**config.mk**
```make
export PLATFORM = sky130hd
export DESIGN_NAME = button_debounce
export DESIGN_NICKNAME = d
export VERILOG_FILES = /design/src/rtl/button_debounce_pkg.sv /design/src/rtl/sync_1bit.sv /design/src/rtl/button_debounce.sv
export SDC_FILE = /design/constraint.sdc
export NUM_CORES = 1
export LEC_CHECK = 0
export CAP_MARGIN = 20
export CELL_PAD_IN_SITES_DETAIL_PLACEMENT = 0
export CELL_PAD_IN_SITES_GLOBAL_PLACEMENT = 1
export CORE_AREA = 2 2 49 51
export DETAILED_ROUTE_END_ITERATION = 7
export DIE_AREA = 0 0 51 53
export MAX_ROUTING_LAYER = met4
export PLACE_DENSITY_LB_ADDON = 0.1
export SLEW_MARGIN = 20
export SYNTH_ARGS = -nofsm -noshare
export SYNTH_HDL_FRONTEND = slang
export SYNTH_SLANG_ARGS = --single-unit
```
**constraint.sdc**
```tcl
create_clock -name clk -period 1.4 [get_ports clk]
set_input_delay 0.28 -clock clk [delete_from_list [all_inputs] [get_ports clk]]
set_output_delay 0.28 -clock clk [all_outputs]
set_load 0.02 [all_outputs]
```
**src/rtl/button_debounce_pkg.sv**
```systemverilog
// Shared definitions for the button debouncer: FSM encodings and counter width helper.
package button_debounce_pkg;

    typedef logic [0:0] db_state_t;

    localparam db_state_t STABLE  = 1'b0;
    localparam db_state_t PENDING = 1'b1;

    // Bits needed to hold 0..n inclusive; never less than one bit.
    function automatic int cnt_width(input int n);
        return (n < 1) ? 1 : $clog2(n + 1);
    endfunction

endpackage

```
**src/rtl/sync_1bit.sv**
```systemverilog
// Parameterised-depth single-bit synchroniser with a configurable reset value.
module sync_1bit #(
    parameter int STAGES      = 2,
    parameter bit RESET_LEVEL = 1'b0
) (
    input  logic clk,
    input  logic rst,
    input  logic d,
    output logic q
);

    logic [STAGES-1:0] chain;

    always_ff @(posedge clk) begin
        if (rst) chain <= {STAGES{RESET_LEVEL}};
        else     chain <= {chain[STAGES-2:0], d};
    end

    assign q = chain[STAGES-1];

endmodule

```
**src/rtl/button_debounce.sv**
```systemverilog
// Debounced button level with press/release strobes.
// Optional long-press strobe enabled by defining BUTTON_DEBOUNCE_LONGPRESS_EN.
module button_debounce
    import button_debounce_pkg::*;
#(
    parameter int SYNC_STAGES      = 2,
    parameter int DEBOUNCE_CYCLES  = 1000,
    parameter bit RESET_LEVEL      = 1'b0,
    parameter int LONGPRESS_CYCLES = 1048576
) (
    input  logic clk,
    input  logic rst,
    input  logic in,
    output logic level,
    output logic rise,
    output logic fall,
    output logic longpress
);

    localparam int             DW      = cnt_width(DEBOUNCE_CYCLES);
    localparam logic [DW-1:0]  DEB_MAX = DW'(DEBOUNCE_CYCLES);

    if (SYNC_STAGES < 2 || SYNC_STAGES > 4 || DEBOUNCE_CYCLES < 1 || LONGPRESS_CYCLES < 1)
    begin : g_bad_param
        $error("button_debounce: parameter out of legal range");
    end

    logic          s;
    db_state_t     state;
    logic [DW-1:0] cnt;

    sync_1bit #(
        .STAGES     (SYNC_STAGES),
        .RESET_LEVEL(RESET_LEVEL)
    ) u_sync (
        .clk(clk),
        .rst(rst),
        .d  (in),
        .q  (s)
    );

    // The counter only runs in PENDING and is cleared on every exit, so it never wraps.
    always_ff @(posedge clk) begin
        if (rst) begin
            state <= STABLE;
            cnt   <= '0;
            level <= RESET_LEVEL;
            rise  <= 1'b0;
            fall  <= 1'b0;
        end else begin
            rise <= 1'b0;
            fall <= 1'b0;
            case (state)
                STABLE: begin
                    if (s != level) begin
                        state <= PENDING;
                        cnt   <= DW'(1);
                    end
                end
                PENDING: begin
                    if (s == level) begin
                        state <= STABLE;
                        cnt   <= '0;
                    end else if (cnt == DEB_MAX) begin
                        state <= STABLE;
                        cnt   <= '0;
                        level <= s;
                        rise  <= s;
                        fall  <= ~s;
                    end else begin
                        cnt <= cnt + DW'(1);
                    end
                end
                default: begin
                    state <= STABLE;
                    cnt   <= '0;
                end
            endcase
        end
    end

`ifdef BUTTON_DEBOUNCE_LONGPRESS_EN
    localparam int            LW     = cnt_width(LONGPRESS_CYCLES);
    localparam logic [LW-1:0] LP_MAX = LW'(LONGPRESS_CYCLES);
    localparam logic [LW-1:0] LP_PRE = LW'(LONGPRESS_CYCLES - 1);

    logic [LW-1:0] lp_cnt;

    // Saturates at LP_MAX so the strobe fires once per press.
    always_ff @(posedge clk) begin
        if (rst) begin
            lp_cnt    <= '0;
            longpress <= 1'b0;
        end else begin
            longpress <= 1'b0;
            if (!level) begin
                lp_cnt <= '0;
            end else if (lp_cnt != LP_MAX) begin
                lp_cnt    <= lp_cnt + LW'(1);
                longpress <= (lp_cnt == LP_PRE);
            end
        end
    end
`else
    assign longpress = 1'b0;
`endif

endmodule

```
; Word-level counts from Yosys, hierarchy flattened
; Index checks and enable logic that the tools add are counted.
[word_totals]
regBits = 16
inputBits = 3
output_inout_bits = 4
elab_cells = 25
[op_classes]
add_sub_neg = 1
n_eq_ne = 4
n_mux = 8
bitwise_logic = 4
reduce_logical = 2
[ops]
columns = cell, count
row1 = $mux 10, 3
row2 = $pmux 10 s2, 1
row3 = $add 10x1->10 const B, 1
row4 = $eq 10x10->1 const B, 1
row5 = $not 1->1, 4
row6 = $reduce_or 4->1, 1
row7 = $mux 1, 3
row8 = $reduce_and 3->1, 1
row9 = $ne 2x2->1 const B, 1
row10 = $pmux 1 s2, 1
row11 = $eq 1x1->1, 1
row12 = $ne 1x1->1, 1

; Logic depth before layout (Yosys ltp)
[logic_depth]
depth_word = 4
ltp_mapped = 8
mapped_depth_nobuf = 7

; Cells and area by module
; A second synthesis with hierarchy kept.
[unflattened]
hier_cells = 85
area_unflattened_um2 = 815.8
[by_module_without_submodules]
columns = mod, n_inst, cells_each, area_per_inst_um2, seq_area_each_um2
row1 = button_debounce, 1, 81, 763.2, 280.3
row2 = sync_1bit, 1, 4, 52.6, 40.0

; Worst setup path before layout
; OpenSTA, ideal clock, no wires.
[synth_path]
path_type = register -> register
startpoint = register cnt[0]
endpoint = register cnt[8]
setup_ps = 117
t_arrival_ps = 1390
required_time_ps = 1283
path_slack_ps = -107
path_stages_with_launch = 7
n_path_buf = 0
period_less_slack_ps = 1507
path_cell_list = dfxtp_1 ha_1 and3_1 and3_1 and3_1 xor2_1 a22o_1
[synth_between]
elab_chain_cells = 4
word_cells_on_any_way = 5
cone_classes = 1 x add/sub / 1 x eq/ne / 3 x mux
[synth_rtl]
columns = item, line_no
row1 = from (decl), button_debounce.sv:30  ; logic [DW-1:0] cnt;
row2 = from (signal assigned), button_debounce.sv:71  ; cnt <= cnt + DW'(1);
row3 = $add 10x1->10 or $eq 10x10->1 (tied branches), "button_debounce.sv:71, button_debounce.sv:64"
row4 = $mux 10 (*), button_debounce.sv:64  ; end else if (cnt == DEB_MAX) begin
row5 = $mux 10 (*), button_debounce.sv:61  ; if (s == level) begin
row6 = $pmux 10 s2 (*), button_debounce.sv:53  ; case (state)
; Every way passes the cells marked *; elsewhere a longest branch is shown, timed or not.
; A chain may end at the register's enable or synchronous reset.

; Worst setup path after layout
; Ends and elaborated chain as after synthesis.

==> results by stage <==
Worst setup path:
- The critical path arrival is 1.61 ns.
- The path type of the worst setup path is register to register.
- The critical path startpoint category is a register.
- Walking the worst path, the cells encountered are ha_4, and3_4, and3_4, and3_4, xor2_1, a22o_1.
- The worst-path maximum fanout is 4.
- The worst register-to-register path has a depth of 6.
- The largest stage delay on the critical path is 0.39 ns.
- The data required time of the critical path is 1.59 ns.
- The largest individual stage delay along the critical path comes from the cell sky130_fd_sc_hd__dfxtp_4.
- The worst setup path is captured at a register.
- Counting stages on the worst path, the most repeated cell is sky130_fd_sc_hd__and3_4.

Final layout:
- The area growth from synthesis to layout is 49.6%.
- Leaving out fill and tap cells, the most frequent cells in the layout are sky130_fd_sc_hd__buf_4, sky130_fd_sc_hd__dfxtp_1, sky130_fd_sc_hd__nand3_1, sky130_fd_sc_hd__a21oi_1.
- After the last flow step, the layout net total stands at 121.
- 0 antenna diodes ended up in the layout.
- Of the cells placed in the final design, the portion with a size suffix greater than 1 is 48.7%.
- Leaving out fill and tap cells, the most frequent cell in the layout is sky130_fd_sc_hd__buf_4.

Clock network:
- The insertion delay to the later sink of the worst-skew pair is 0.30 ns.
- The quantity of hold-fixing buffers added after cts is 0.
- CTS built an H-tree with a depth of 1.
- The clock transition at the registers of the reported paths is around 0.10 ns.
- The clock drives 16 sinks.
- TritonCTS built the clock tree.
- The clock root buffer is sky130_fd_sc_hd__clkbuf_4.
- The number of buffers added by the clock tree synthesis step is 3.
- In this run the deepest clock path goes through 2 buffers.

Timing:
- The final critical delay including setup and external delays is 1.41 ns.
- Timing would allow up to 708 MHz.
- After layout, the worst setup slack is -0.0118 ns.
- The final setup violation count is 2.
- The setup clock skew after layout is 0.00753 ns.
- The final cycle utilization of the critical path is 101%.
- The count of endpoints failing hold in the final timing report came to 0.
- The final number of max-transition violations was 0.
- Setup repair after global routing could not meet its margin everywhere.

Drt:
- For this run, design rule violations remaining after detail routing come to 0.
- The average via count per standard cell is 5.01.
- For this block, the routed nets add up to 1740 µm of wire.
- The routed wirelength normalized by instance count is 12.1 µm.
- The overall via count from detail_route is 716.
- The final antenna-violating net count is 0.
- The pre-antenna-repair detailed-routing pass consisted of 4 iterations.
- The DRC violation total after the first TritonRoute iteration is 9.

Pwr:
- The sum of internal, switching and leakage power is around 0.00084 W.
- The analysis attributes to net switching a power of 0.000197 W.
- The maximum vdd drop is around 510 µV.
- Of the total power, the share spent switching nets is 23.4%.
- The clock network is responsible for 38.1% of the overall power.
- The power per cell area is 722 nW/µm².
- The register share of total power is 54.9%.
- The part of the total power dissipated in combinational logic is 7.1%.
- The static power due to leakage is around 0.49 nW.
- Cell internal power was estimated by the tool at ~0.00065 W.

Global routing:
- The initial antenna violation count is 0.
- The number of global-route vias before repair is 734.
- The first global-routing pass estimated 3130 µm of wire.
- The maximum number of pins on one net before global-route repair is 10.
- The sum of overflow across all layers after global routing is 0.
- Global routing used 16.2% of the available tracks across all layers.

Floorplan:
- The floorplan step defined a die boundary enclosing roughly 2700 µm².
- The starting density of the core is 36.3%.
- The floorplan die width is 51 µm.
- The top-level port count is 7.
- The area of the core region is 2150 µm².
- After floorplanning, the core was divided into 17 placement rows.
- The vertical die dimension is 53 µm.

Place:
- Routability-driven placement finished with a final weighted congestion of 0.751.
- Port buffering added 5 buffers.
- At the placement stage, the worst setup path has a slack of -0.0898 ns.
- The HPWL after detailed placement is 1200 µm.

Synthesis:
- Synthesis produced a netlist whose cell count is 85.
- Summed over all instances, the cell type with the most area after synthesis is sky130_fd_sc_hd__dfxtp_1.
- The post-synthesis cell area is between 700 and 800 µm².
- Counting every net in the synthesized netlist gives 90.
- The post-synthesis cell type count is 34.
- Of the post-synthesis cell area, the dominant cell type holds 41.1%.
- The mean instance size in the synthesized netlist is roughly 9 µm².
- The total of flip-flops plus latches after synthesis is 16.
- In the post-synthesis netlist, the biggest area contributors are sky130_fd_sc_hd__dfxtp_1, sky130_fd_sc_hd__and3_1, sky130_fd_sc_hd__a21oi_1.
- The share of the Yosys chip area taken by registers is 41.1%.
- The Yosys step of the flow raised 0 warnings.

Worst hold path:
- The type of the most critical hold path is register to register.
- The instance count along the most critical hold path is 1.

Run status:
- The final reports fail on setup timing.
- The flow ran to the end, but the final reports show violations.

Job:
- The number of maximum-capacitance violations is 0.
==> critical path, delay by kind of cell (launching register included) <==
family / cells / cell delay, ns
compound gates: 1 / 0.17
xor+xnor: 1 / 0.13
simple gates: 3 / 0.45
fa+ha+maj: 1 / 0.16
flops: 1 / 0.39
==> cell usage after synthesis <==
library cell                count
sky130_fd_sc_hd__o2111ai_1      1
sky130_fd_sc_hd__nand3b_1       1
sky130_fd_sc_hd__nor4_1         1
sky130_fd_sc_hd__nor2b_1        2
sky130_fd_sc_hd__nand3_1        6
sky130_fd_sc_hd__nor2_1         6
sky130_fd_sc_hd__nand4_2        1
sky130_fd_sc_hd__and3_1         6
sky130_fd_sc_hd__a21o_1         1
sky130_fd_sc_hd__nand2b_1       1
sky130_fd_sc_hd__dfxtp_1       16
sky130_fd_sc_hd__ha_1           2
sky130_fd_sc_hd__nor4_4         1
sky130_fd_sc_hd__clkbuf_1       1
sky130_fd_sc_hd__mux2i_1        1
sky130_fd_sc_hd__xor2_2         1
sky130_fd_sc_hd__nand2_2        2
sky130_fd_sc_hd__buf_4          1
sky130_fd_sc_hd__nor3_2         1
sky130_fd_sc_hd__o21a_1         1
sky130_fd_sc_hd__a22oi_1        1
sky130_fd_sc_hd__buf_6          1
sky130_fd_sc_hd__inv_1          3
sky130_fd_sc_hd__nor4b_1        2
sky130_fd_sc_hd__a22o_1         3
sky130_fd_sc_hd__a21oi_2        1
sky130_fd_sc_hd__xor2_1         2
sky130_fd_sc_hd__o21ai_1        1
sky130_fd_sc_hd__o211ai_1       1
sky130_fd_sc_hd__and3b_1        1
sky130_fd_sc_hd__conb_1         1
sky130_fd_sc_hd__a21oi_1        7
sky130_fd_sc_hd__nor3_1         3
sky130_fd_sc_hd__nand2_1        5
==> routing by layer <==
layer / share of wire [%] / vias up / GRT usage [%]
li1: - / 364 / -
met1: 45 / 337 / 18.2
met2: 50 / 10 / 26.8
met3: 2.6 / 5 / 3.39
met4: 2.1 / 0 / 9.01
met5: 0 / - / -
==> cell type report <==
cell class,instances,area [µm²]
well taps,28,35.0
multi-input cells,63,517
fillers,211,982
inverters,3,13.8
clock buffers,4,36.3
repair buffers,29,226
flip-flops and latches,16,338
==> worst paths after layout <==
path / to / start / slack (ns)
worst min register to register: u_sync.chain[1] / u_sync.chain[0] / 0.45
worst max-delay path: cnt[8] / cnt[0] / -0.01
worst max register to register: cnt[8] / cnt[0] / -0.01
worst min-delay path: u_sync.chain[1] / u_sync.chain[0] / 0.45
==> registers in the layout, summed over array words and instances, names as in the netlist <==
signal	flops
rise	1
fall	1
state	1
cnt	10
level	1
u_sync.chain	2
==> power by group through the flow <==
stage          sequential (W)  combinational, W  clock (W)
2_1_floorplan        0.000476         0.0000283          0
3_3_place_gp         0.000476         0.0000516          0
3_5_place_dp         0.000476         0.0000519          0
4_1_cts              0.000461         0.0000568   0.000328
5_1_grt              0.000463         0.0000655   0.000346
6_report             0.000462         0.0000596   0.000320
==> through the flow <==
stage / setup TNS (ns) / utilization (%) / instances / hold slack [ns] / instance area [µm²]
floorplan: -0.0149 / - / 85 / 0.408 / 825
global placement: -0.444 / 48.3 / 135 / 0.424 / 1040
detailed placement: -0.411 / 48.3 / 135 / 0.435 / 1040
CTS: -0.00229 / 53.1 / 142 / 0.449 / 1140
global route: -0.839 / 54.3 / 143 / 0.451 / 1170
finish: -0.0217 / 54.3 / 143 / 0.447 / 1170
==> what timing repair did <==
item	in CTS	in global routing
setup buffers	2	1
endpoints found under the setup margin	11	14
gates cloned	1	0
pin swaps	5	2
gates resized for setup	19	5
==> logic make-up (layout without fill, tap and decap cells) <==
group	Yosys count	in the layout	synth area share, %
and+or+nand+nor	39	39	30.7
AOI/OAI and AO/OA	17	17	14.6
DFF	16	16	41.1
buffers and inverters	6	36	4.33
xor gates and xnor gates	3	3	4.33
adders and majority gates	2	2	3.21
other	1	1	0.481
muxes	1	1	1.28
No activity file was read; power rests on OpenSTA's default activity.
